==> src/rtl/pc_predict_unit.sv <==
`default_nettype none
// ============================================================================
// Module   : pc_predict_unit
// Purpose  : Next-PC unit with a direct-mapped BTB predictor, a shadow pipe of
//            prediction tags, and branch resolution that raises a flush on mispredict.
// Revision : 1.0 - initial release
// ============================================================================
module pc_predict_unit #(
  parameter int              PC_W        = 16,
  parameter int              IMM_W       = 9,
  parameter int              DEPTH       = 3,
  parameter int              BTB_ENTRIES = 16,
  parameter logic [PC_W-1:0] RESET_PC    = '0
) (
  input  logic             clk,
  input  logic             rst,
  input  logic             stall_i,
  output logic [PC_W-1:0]  pc_o,
  input  logic             res_valid_i,
  input  logic             res_is_br_i,
  input  logic             res_is_reg_i,
  input  logic [2:0]       res_cond_i,
  input  logic [IMM_W-1:0] res_imm_i,
  input  logic [PC_W-1:0]  res_reg_tgt_i,
  input  logic [2:0]       res_flags_i,
  output logic [PC_W-1:0]  res_pc_plus2_o,
  output logic             br_taken_o,
  output logic             flush_o
);

  localparam int IDX_W = $clog2(BTB_ENTRIES);
  localparam int TAG_W = PC_W - IDX_W - 1;

  logic [PC_W-1:0]  pc_q, pc_d;

  logic [BTB_ENTRIES-1:0] btb_vld_q;
  logic [TAG_W-1:0]       btb_tag_q [BTB_ENTRIES];
  logic [PC_W-1:0]        btb_tgt_q [BTB_ENTRIES];
  logic [1:0]             btb_ctr_q [BTB_ENTRIES];

  logic            pv_q  [DEPTH];
  logic [PC_W-1:0] ppc_q [DEPTH];
  logic [PC_W-1:0] ppn_q [DEPTH];

  logic [IDX_W-1:0] f_idx;
  logic [TAG_W-1:0] f_tag;
  logic             pred_taken;
  logic [PC_W-1:0]  pred_next;

  logic             hd_vld;
  logic [PC_W-1:0]  hd_pc, hd_pn, hd_p2, imm_off, target, actual_next;
  logic             do_res, cond_true, taken;
  logic [IDX_W-1:0] r_idx;
  logic [TAG_W-1:0] r_tag;
  logic             r_hit;

  // Fetch-side lookup
  assign f_idx      = pc_q[IDX_W:1];
  assign f_tag      = pc_q[PC_W-1:IDX_W+1];
  assign pred_taken = btb_vld_q[f_idx] && (btb_tag_q[f_idx] == f_tag) && btb_ctr_q[f_idx][1];
  assign pred_next  = pred_taken ? btb_tgt_q[f_idx] : pc_q + PC_W'(2);

  assign hd_vld = pv_q[DEPTH-1];
  assign hd_pc  = ppc_q[DEPTH-1];
  assign hd_pn  = ppn_q[DEPTH-1];
  assign hd_p2  = hd_pc + PC_W'(2);
  assign do_res = !stall_i && res_valid_i && hd_vld;

  // Flags are {Z,V,N}
  always_comb begin
    cond_true = 1'b0;
    case (res_cond_i)
      3'b000: cond_true = !res_flags_i[2];
      3'b001: cond_true = res_flags_i[2];
      3'b010: cond_true = !res_flags_i[2] && !res_flags_i[0];
      3'b011: cond_true = res_flags_i[0];
      3'b100: cond_true = res_flags_i[2] || !res_flags_i[0];
      3'b101: cond_true = res_flags_i[2] || res_flags_i[0];
      3'b110: cond_true = res_flags_i[1];
      default: cond_true = 1'b1;
    endcase
  end

  assign imm_off     = PC_W'($signed(res_imm_i));
  assign taken       = res_is_br_i && cond_true;
  assign target      = res_is_reg_i ? res_reg_tgt_i : hd_p2 + (imm_off << 1);
  assign actual_next = taken ? target : hd_p2;

  assign flush_o        = do_res && (actual_next != hd_pn);
  assign br_taken_o     = do_res && taken;
  assign res_pc_plus2_o = hd_p2;
  assign pc_o           = pc_q;

  assign r_idx = hd_pc[IDX_W:1];
  assign r_tag = hd_pc[PC_W-1:IDX_W+1];
  assign r_hit = btb_vld_q[r_idx] && (btb_tag_q[r_idx] == r_tag);

  always_comb begin
    pc_d = pc_q;
    if (!stall_i) pc_d = flush_o ? actual_next : pred_next;
  end

  always_ff @(posedge clk) begin
    if (rst) begin
      pc_q <= RESET_PC;
      for (int i = 0; i < DEPTH; i++) begin
        pv_q[i]  <= 1'b0;
        ppc_q[i] <= '0;
        ppn_q[i] <= '0;
      end
      for (int e = 0; e < BTB_ENTRIES; e++) begin
        btb_vld_q[e] <= 1'b0;
        btb_tag_q[e] <= '0;
        btb_tgt_q[e] <= '0;
        btb_ctr_q[e] <= 2'b01;
      end
    end else begin
      pc_q <= pc_d;
      if (!stall_i) begin
        if (flush_o) begin
          for (int i = 0; i < DEPTH; i++) pv_q[i] <= 1'b0;
        end else begin
          for (int i = DEPTH - 1; i > 0; i--) begin
            pv_q[i]  <= pv_q[i-1];
            ppc_q[i] <= ppc_q[i-1];
            ppn_q[i] <= ppn_q[i-1];
          end
          pv_q[0]  <= 1'b1;
          ppc_q[0] <= pc_q;
          ppn_q[0] <= pred_next;
        end
      end
      // A non-branch that hits means the entry aliases it; drop the entry.
      if (do_res) begin
        if (res_is_br_i && r_hit) begin
          if (taken) begin
            btb_tgt_q[r_idx] <= target;
            if (btb_ctr_q[r_idx] != 2'b11) btb_ctr_q[r_idx] <= btb_ctr_q[r_idx] + 2'b01;
          end else if (btb_ctr_q[r_idx] != 2'b00) begin
            btb_ctr_q[r_idx] <= btb_ctr_q[r_idx] - 2'b01;
          end
        end else if (res_is_br_i && taken) begin
          btb_vld_q[r_idx] <= 1'b1;
          btb_tag_q[r_idx] <= r_tag;
          btb_tgt_q[r_idx] <= target;
          btb_ctr_q[r_idx] <= 2'b10;
        end else if (!res_is_br_i && r_hit) begin
          btb_vld_q[r_idx] <= 1'b0;
        end
      end
    end
  end

endmodule
`default_nettype wire

==> config.mk <==
export PLATFORM = sky130hd
export DESIGN_NAME = pc_predict_unit
export DESIGN_NICKNAME = d
export VERILOG_FILES = /design/src/rtl/pc_predict_unit.sv
export SDC_FILE = /design/constraint.sdc
export NUM_CORES = 1
export LEC_CHECK = 0
export ABC_AREA = 1
export CAP_MARGIN = 20
export CORE_ASPECT_RATIO = 1.4
export CORE_MARGIN = 5
export CORE_UTILIZATION = 55
export CTS_CLUSTER_DIAMETER = 30
export DETAILED_ROUTE_END_ITERATION = 7
export GPL_TIMING_DRIVEN = 1
export HOLD_SLACK_MARGIN = 0.15
export PLACE_DENSITY = 0.68
export SETUP_SLACK_MARGIN = 0.2
export SLEW_MARGIN = 40
export SYNTH_ARGS = -nofsm -noshare
export SYNTH_HDL_FRONTEND = slang
export SYNTH_SLANG_ARGS = --single-unit
==> constraint.sdc <==
create_clock -name clk -period 14.75 [get_ports clk]
set_clock_uncertainty 0.2 [all_clocks]
set_input_delay 2.95 -clock clk [delete_from_list [all_inputs] [get_ports clk]]
set_output_delay 2.95 -clock clk [all_outputs]
set_load 0.02 [all_outputs]
==> flow_summary.ini, run 1 <==
[placed_design]
dp_hpwl_um = 66500
io_buffers = 70
place_congestion = 0.924
pre_cts_slack_ns = 4.62

[power]
finalPower_mw = 5.05
clkPwrFrac = 0.491
intPower_mw = 3.66
vdd_drop_max_v = 0.000117
p_per_area_mw_per_mm2 = 138
comb_power_share = 0.119
pwr-share-seq = 0.390
netSwitchingPower_mw = 1.39
leakagePower_nw = 14.7
p_sw_frac = 0.276

[sta]
slew_viol_final = 0
slew_headroom = 0.398
hold_viol = 0
timing.final.crit_period_ns = 10.18
setup-violations-final = 0
tightest_slew_ns = 0.901
fin_crit_sh = 0.690
setup_tns_ns = 0
max_freq_mhz = 98.3
finalWorstSetupSlack_ns = 4.57
rsz0062_at_grt = false

[critical_path]
critPathLaunchType = primary input
critPathRequiredTime_ns = 11.60
reg2reg_depth = 24
path_class = in2out
r2r_slack_ns = 8.25
cp.arrival_ns = 7.03
regToRegEndpoint = ppn_q[0][29]
path_max_fanout = 23
r2r-start = ppc_q[0][34]
cp-end-kind = output pin

[finish]
final_core_util = 0.634
drive_gt1_frac = 0.0907
diodes = 0
nets = 3692
multi_input_area_sq_mm = 0.0119
regArea_sq_mm = 0.0176
nFillCells = 4855
syn_to_final_growth_pct = 14.0

[detailed_routing]
dr.pass1.iters = 6
vias = 26751
wl_um = 102000
routed_via_density = 5.99
postRouteAntennaNets = 0
post-route-drc-count = 0
drt-initial-drc-count = 2675
drt-wirelength-per-cell_um = 22.8

[synth]
syn_avg_cell_area_sq_um = 8.73
ys_ff_latch = 599
synthArstFlopShare = 0
synth_edf_count = 563
synth_ff_type = edfxtp_1
yosysWarnings = 0
ys_types = 48
ys_seq_area_frac = 0.550
syn_inst = 3671
syn-cell-area_sq_mm = 0.0320
synthesis.nets = 3729

[clock_tree]
clock-sinks = 599
cts_made_buffers = 104
clockRootBuffer = clkbuf_16
cts_tree = built
cts_resized = 0
clkSlewWorstSetupHoldPaths_ns = 0.05
ctsHoldBuffers = 0
cts_setup_buffers = 0
insertion_delay_ns = 0.66
htreeDepth = 3
cts.path.max_buffers = 3

[hold_path]
hold_path_class = reg2reg
min_path_cells = 4

[floorplan]
die_h_um = 296
io_pins = 71
die_w_um = 214
start_util = 0.556
core_sq_mm = 0.0576
dieArea_sq_mm = 0.0632
rows = 104

[global_routing]
grt_usage = 0.315
grt_pass1_wl_um = 153000
grt.overflow.total = 0
first_global_vias = 26308
grt_max_degree = 201
antenna_found_initial = 0

[job]
max_cap_viol_count = 0

[outcome]
status = completed
## flip-flops by register name, summed over array words and instances, names as in the netlist, named ones only
signal	flops
btb_tgt_q	256
ppc_q	48
pc_o	16
ppn_q	48
btb_ctr_q	32
btb_tag_q	176
pv_q	3
## routing by layer
layer,track usage,vias up,part of all wire
met1,0.367,12816,0.35
met4,0.207,0,0.073
met3,0.0469,317,0.083
met5,0,-,0
met2,0.545,1437,0.49
li1,-,12181,-
## cells in the mapped netlist (2+ instances only)
cell type,instances,share of area
inv_2,5,0.00059
or2_1,3,0.00059
o22ai_1,23,0.0045
or2_2,6,0.0012
a32o_1,4,0.0012
nand2_2,6,0.0012
nand2_4,2,0.00070
nand3_1,216,0.034
o221ai_1,45,0.012
o211ai_1,104,0.024
o21ai_1,8,0.0012
nor2_4,70,0.025
o21ai_2,2,0.00055
a21oi_1,104,0.016
inv_1,359,0.042
buf_1,9,0.0011
clkbuf_1,133,0.016
nand3b_1,17,0.0040
xor2_1,15,0.0041
nor3_1,5,0.00078
o21ai_0,272,0.042
buf_12,7,0.0044
buf_2,75,0.012
and3_1,2,0.00039
dfxtp_1,36,0.022
clkinv_1,11,0.0013
buf_4,9,0.0021
nand4_1,35,0.0068
nand2_1,745,0.087
buf_6,7,0.0025
nand3_2,3,0.00094
ha_1,20,0.0078
nor2_1,727,0.085
edfxtp_1,563,0.53
nor2_2,10,0.0020
## cell families after synthesis
logic type                 count (synthesis)  share of synthesized area
and+or+nand+nor                         1852                      0.251
DFF                                      599                      0.550
muxes                                      2                   0.000742
xor gates and xnor gates                  16                    0.00437
buffers and inverters                    617                     0.0816
adders and majority gates                 21                    0.00844
AOI/OAI and AO/OA                        564                      0.103
## worst max-delay path: stages
cell	delay, ns
clkdlybuf4s50_1	0.40
buf_4	0.22
inv_1	0.53
nand2_1	0.10
nand2_1	0.09
clkinv_1	0.46
nand3_1	0.30
nand3_1	0.10
nand2_1	0.07
nand3_1	0.06
nor2_1	0.11
nand3_1	0.13
nor2_2	0.14
nand3_4	0.25
nand2_4	0.27
inv_1	0.18
clkdlybuf4s50_1	0.62
## final cells by class
| class | count | area share |
|---|---|---|
| Clock inverter | 80 | 0.0258 |
| Inverter | 377 | 0.0389 |
| Timing Repair Buffer | 97 | 0.0269 |
| Multi-Input combinational cell | 2455 | 0.326 |
| Clock buffer | 118 | 0.0744 |
| Sequential cell | 599 | 0.483 |
| Tap cell | 742 | 0.0254 |
## power groups by stage
stage | logic [mW] | clock network (mW) | registers, mW
final | 0.602 | 2.48 | 1.97
after global routing | 0.648 | 2.58 | 1.97
after CTS | 0.593 | 2.49 | 1.97
after detailed placement | 0.590 | 0 | 2.00
after global placement | 0.574 | 0 | 2.00
after floorplan | 0.403 | 0 | 1.98
## worst max path at each step
stage | start | endpoint | depth (start not counted)
6_report | res_is_reg_i | flush_o | 17
5_1_grt | res_is_reg_i | flush_o | 17
4_1_cts | res_is_reg_i | flush_o | 17
3_5_place_dp | res_is_reg_i | flush_o | 17
3_3_place_gp | res_imm_i[0] | flush_o | 17
2_1_floorplan | res_imm_i[0] | ppc_q[0][0] | 18
## placed cells by master (no fill, tap or decap), drive strengths merged, types with 4 or more instances in the layout
| cell | instances |
|---|---|
| clkinvlp | 16 |
| o21ai | 282 |
| nand4 | 35 |
| a21oi | 105 |
| or2 | 9 |
| o211ai | 104 |
| dfxtp | 36 |
| clkinv | 46 |
| nand3b | 17 |
| clkbuf | 118 |
| xor2 | 15 |
| nor2 | 808 |
| nand2 | 753 |
| bufinv | 13 |
| o22ai | 23 |
| edfxtp | 563 |
| nor3 | 6 |
| clkdlybuf4s50 | 70 |
| ha | 20 |
| nand3 | 220 |
| a32o | 4 |
| buf | 27 |
| o221ai | 45 |
| inv | 382 |
## metrics by stage
stage | hold WS [ns] | std cells | area [sq um]
2_1_floorplan | 0.303 | 3671 | 32000
5_1_grt | 0.354 | 4468 | 36500
6_report | 0.340 | 4468 | 36500
3_3_place_gp | 0.319 | 4268 | 32700
4_1_cts | 0.336 | 4467 | 36500
3_5_place_dp | 0.326 | 4269 | 32800
No activity file was read; power rests on OpenSTA's default activity.
==> run 2, diff against run 1 <==
Settings changed: PLACE_DENSITY 0.68 to 0.71.
Clock period 14.75 ns to 9.25 ns, I/O delays scaled along.
==> flow_summary.ini, run 2 (synthesis results as in run 1) <==
[global_routing]
grt.overflow.total = 0
grt_pass1_wl_um = 145000
first_global_vias = 24539
grt_usage = 0.300
antenna_found_initial = 2
grt_max_degree = 200

[clock_tree]
cts_resized = 0
clkSlewWorstSetupHoldPaths_ns = 0.05
insertion_delay_ns = 0.67
cts_tree = built
cts.path.max_buffers = 3
clock-sinks = 599
clockRootBuffer = clkbuf_16
htreeDepth = 3
cts_made_buffers = 102
ctsHoldBuffers = 0
cts_setup_buffers = 0

[floorplan]
rows = 104
io_pins = 71
dieArea_sq_mm = 0.0632
core_sq_mm = 0.0576
die_w_um = 214
die_h_um = 296
start_util = 0.556

[finish]
reg.largest.list = btb_tgt_q (256), btb_tag_q (176)
mostFrequentLayoutCells = 729 x nand2_1, 727 x nor2_1, 563 x edfxtp_1, 357 x inv_1, 272 x o21ai_0
syn_to_final_growth_pct = 13.9
final_core_util = 0.633
nFillCells = 4804
drive_gt1_frac = 0.0936
regMostFlops = btb_tgt_q
nets = 3699
largest_reg_flops = 256
mostFrequentLayoutCell = nand2_1
diodes = 0

[detailed_routing]
drt-initial-drc-count = 2821
routed_via_density = 5.89
drt-wirelength-per-cell_um = 21.9
postRouteAntennaNets = 0
wl_um = 98000
dr.pass1.iters = 6
post-route-drc-count = 0
vias = 26334

[critical_path]
reg2reg_depth = 24
regToRegEndpoint = ppn_q[0][27]
r2r-start = ppc_q[0][33]
path_class = in2out
path_max_fanout = 19
cp-end-kind = output pin
critPathRequiredTime_ns = 7.20
r2r_slack_ns = 3.47
critPathLaunchType = primary input
cp.arrival_ns = 5.77

[power]
finalPower_mw = 8.00
p_per_area_mw_per_mm2 = 219
vdd_drop_max_v = 0.000189
leakagePower_nw = 14.8

[job]
max_cap_viol_count = 0

[sta]
fin_crit_sh = 0.845
slew_headroom = 0.341
setup_tns_ns = 0
rsz0062_at_grt = false
hold_viol = 0
setup-violations-final = 0
max_freq_mhz = 128
tightest_slew_ns = 0.985
timing.final.crit_period_ns = 7.82
slew_viol_final = 0

[placed_design]
io_buffers = 70
place_congestion = 0.951
dp_hpwl_um = 63300

[hold_path]
hold_path_class = reg2reg
min_path_cells = 4

[outcome]
status = completed
==> run 2: layout make-up <==
class | count | area, sq um | share of cell area
flip-flops and latches | 599 | 17600 | 0.483
multi-input cells | 2455 | 11900 | 0.325
clock buffers | 108 | 2630 | 0.0720
inverters | 377 | 1420 | 0.0389
repair buffers | 106 | 1030 | 0.0283
clock inverters | 83 | 976 | 0.0267
well taps | 742 | 928 | 0.0254
==> run 2: critical path, stage by stage <==
cell and delay, ns:
clkdlybuf4s50_1 0.42, ha_1 0.26, fa_1 0.51, nand2_1 0.05, nand2_1 0.07, clkinv_1 0.43, nand3_1 0.30, nand3_1 0.10
nand2_1 0.08, nand3_1 0.07, nor2_1 0.10, nand3_1 0.11, nor2_2 0.14, nand3_4 0.24, nand2_4 0.29, inv_1 0.15
clkdlybuf4s50_1 0.59
==> run 2: per-layer routing <==
layer | wire length [um] | GRT usage | vias up
li1 | - | - | 12186
met1 | 34600 | 0.352 | 12479
met2 | 48400 | 0.515 | 1364
met3 | 8030 | 0.0489 | 303
met4 | 6940 | 0.196 | 2
met5 | 7 | 0 | -
==> run 2: worst max-delay path by stage <==
stage / depth (start not counted) / to / from
2_1_floorplan: 18 / ppc_q[0][0] / res_imm_i[0]
3_3_place_gp: 17 / flush_o / res_imm_i[0]
3_5_place_dp: 17 / flush_o / res_imm_i[0]
4_1_cts: 18 / flush_o / ppc_q[0][33]
5_1_grt: 17 / flush_o / res_imm_i[0]
6_report: 17 / flush_o / res_imm_i[0]
==> run 2: report_power, final <==
group	leakage [nW]	internal, mW	total [mW]	switching, mW
clock	1.74	2.51	3.93	1.42
sequential	6.13	3.06	3.13	0.0621
combinational	6.92	0.249	0.950	0.701
==> run 2: stage by stage <==
step / cell area, sq um / worst slack [ns] / instances / hold WS (ns)
3_5_place_dp: 32800 / 1.43 / 4277 / 0.326
4_1_cts: 36400 / 1.36 / 4468 / 0.335
5_1_grt: 36500 / 1.10 / 4470 / 0.362
2_1_floorplan: 32000 / 1.94 / 3671 / 0.303
6_report: 36500 / 1.43 / 4470 / 0.337
3_3_place_gp: 32800 / 1.47 / 4277 / 0.318
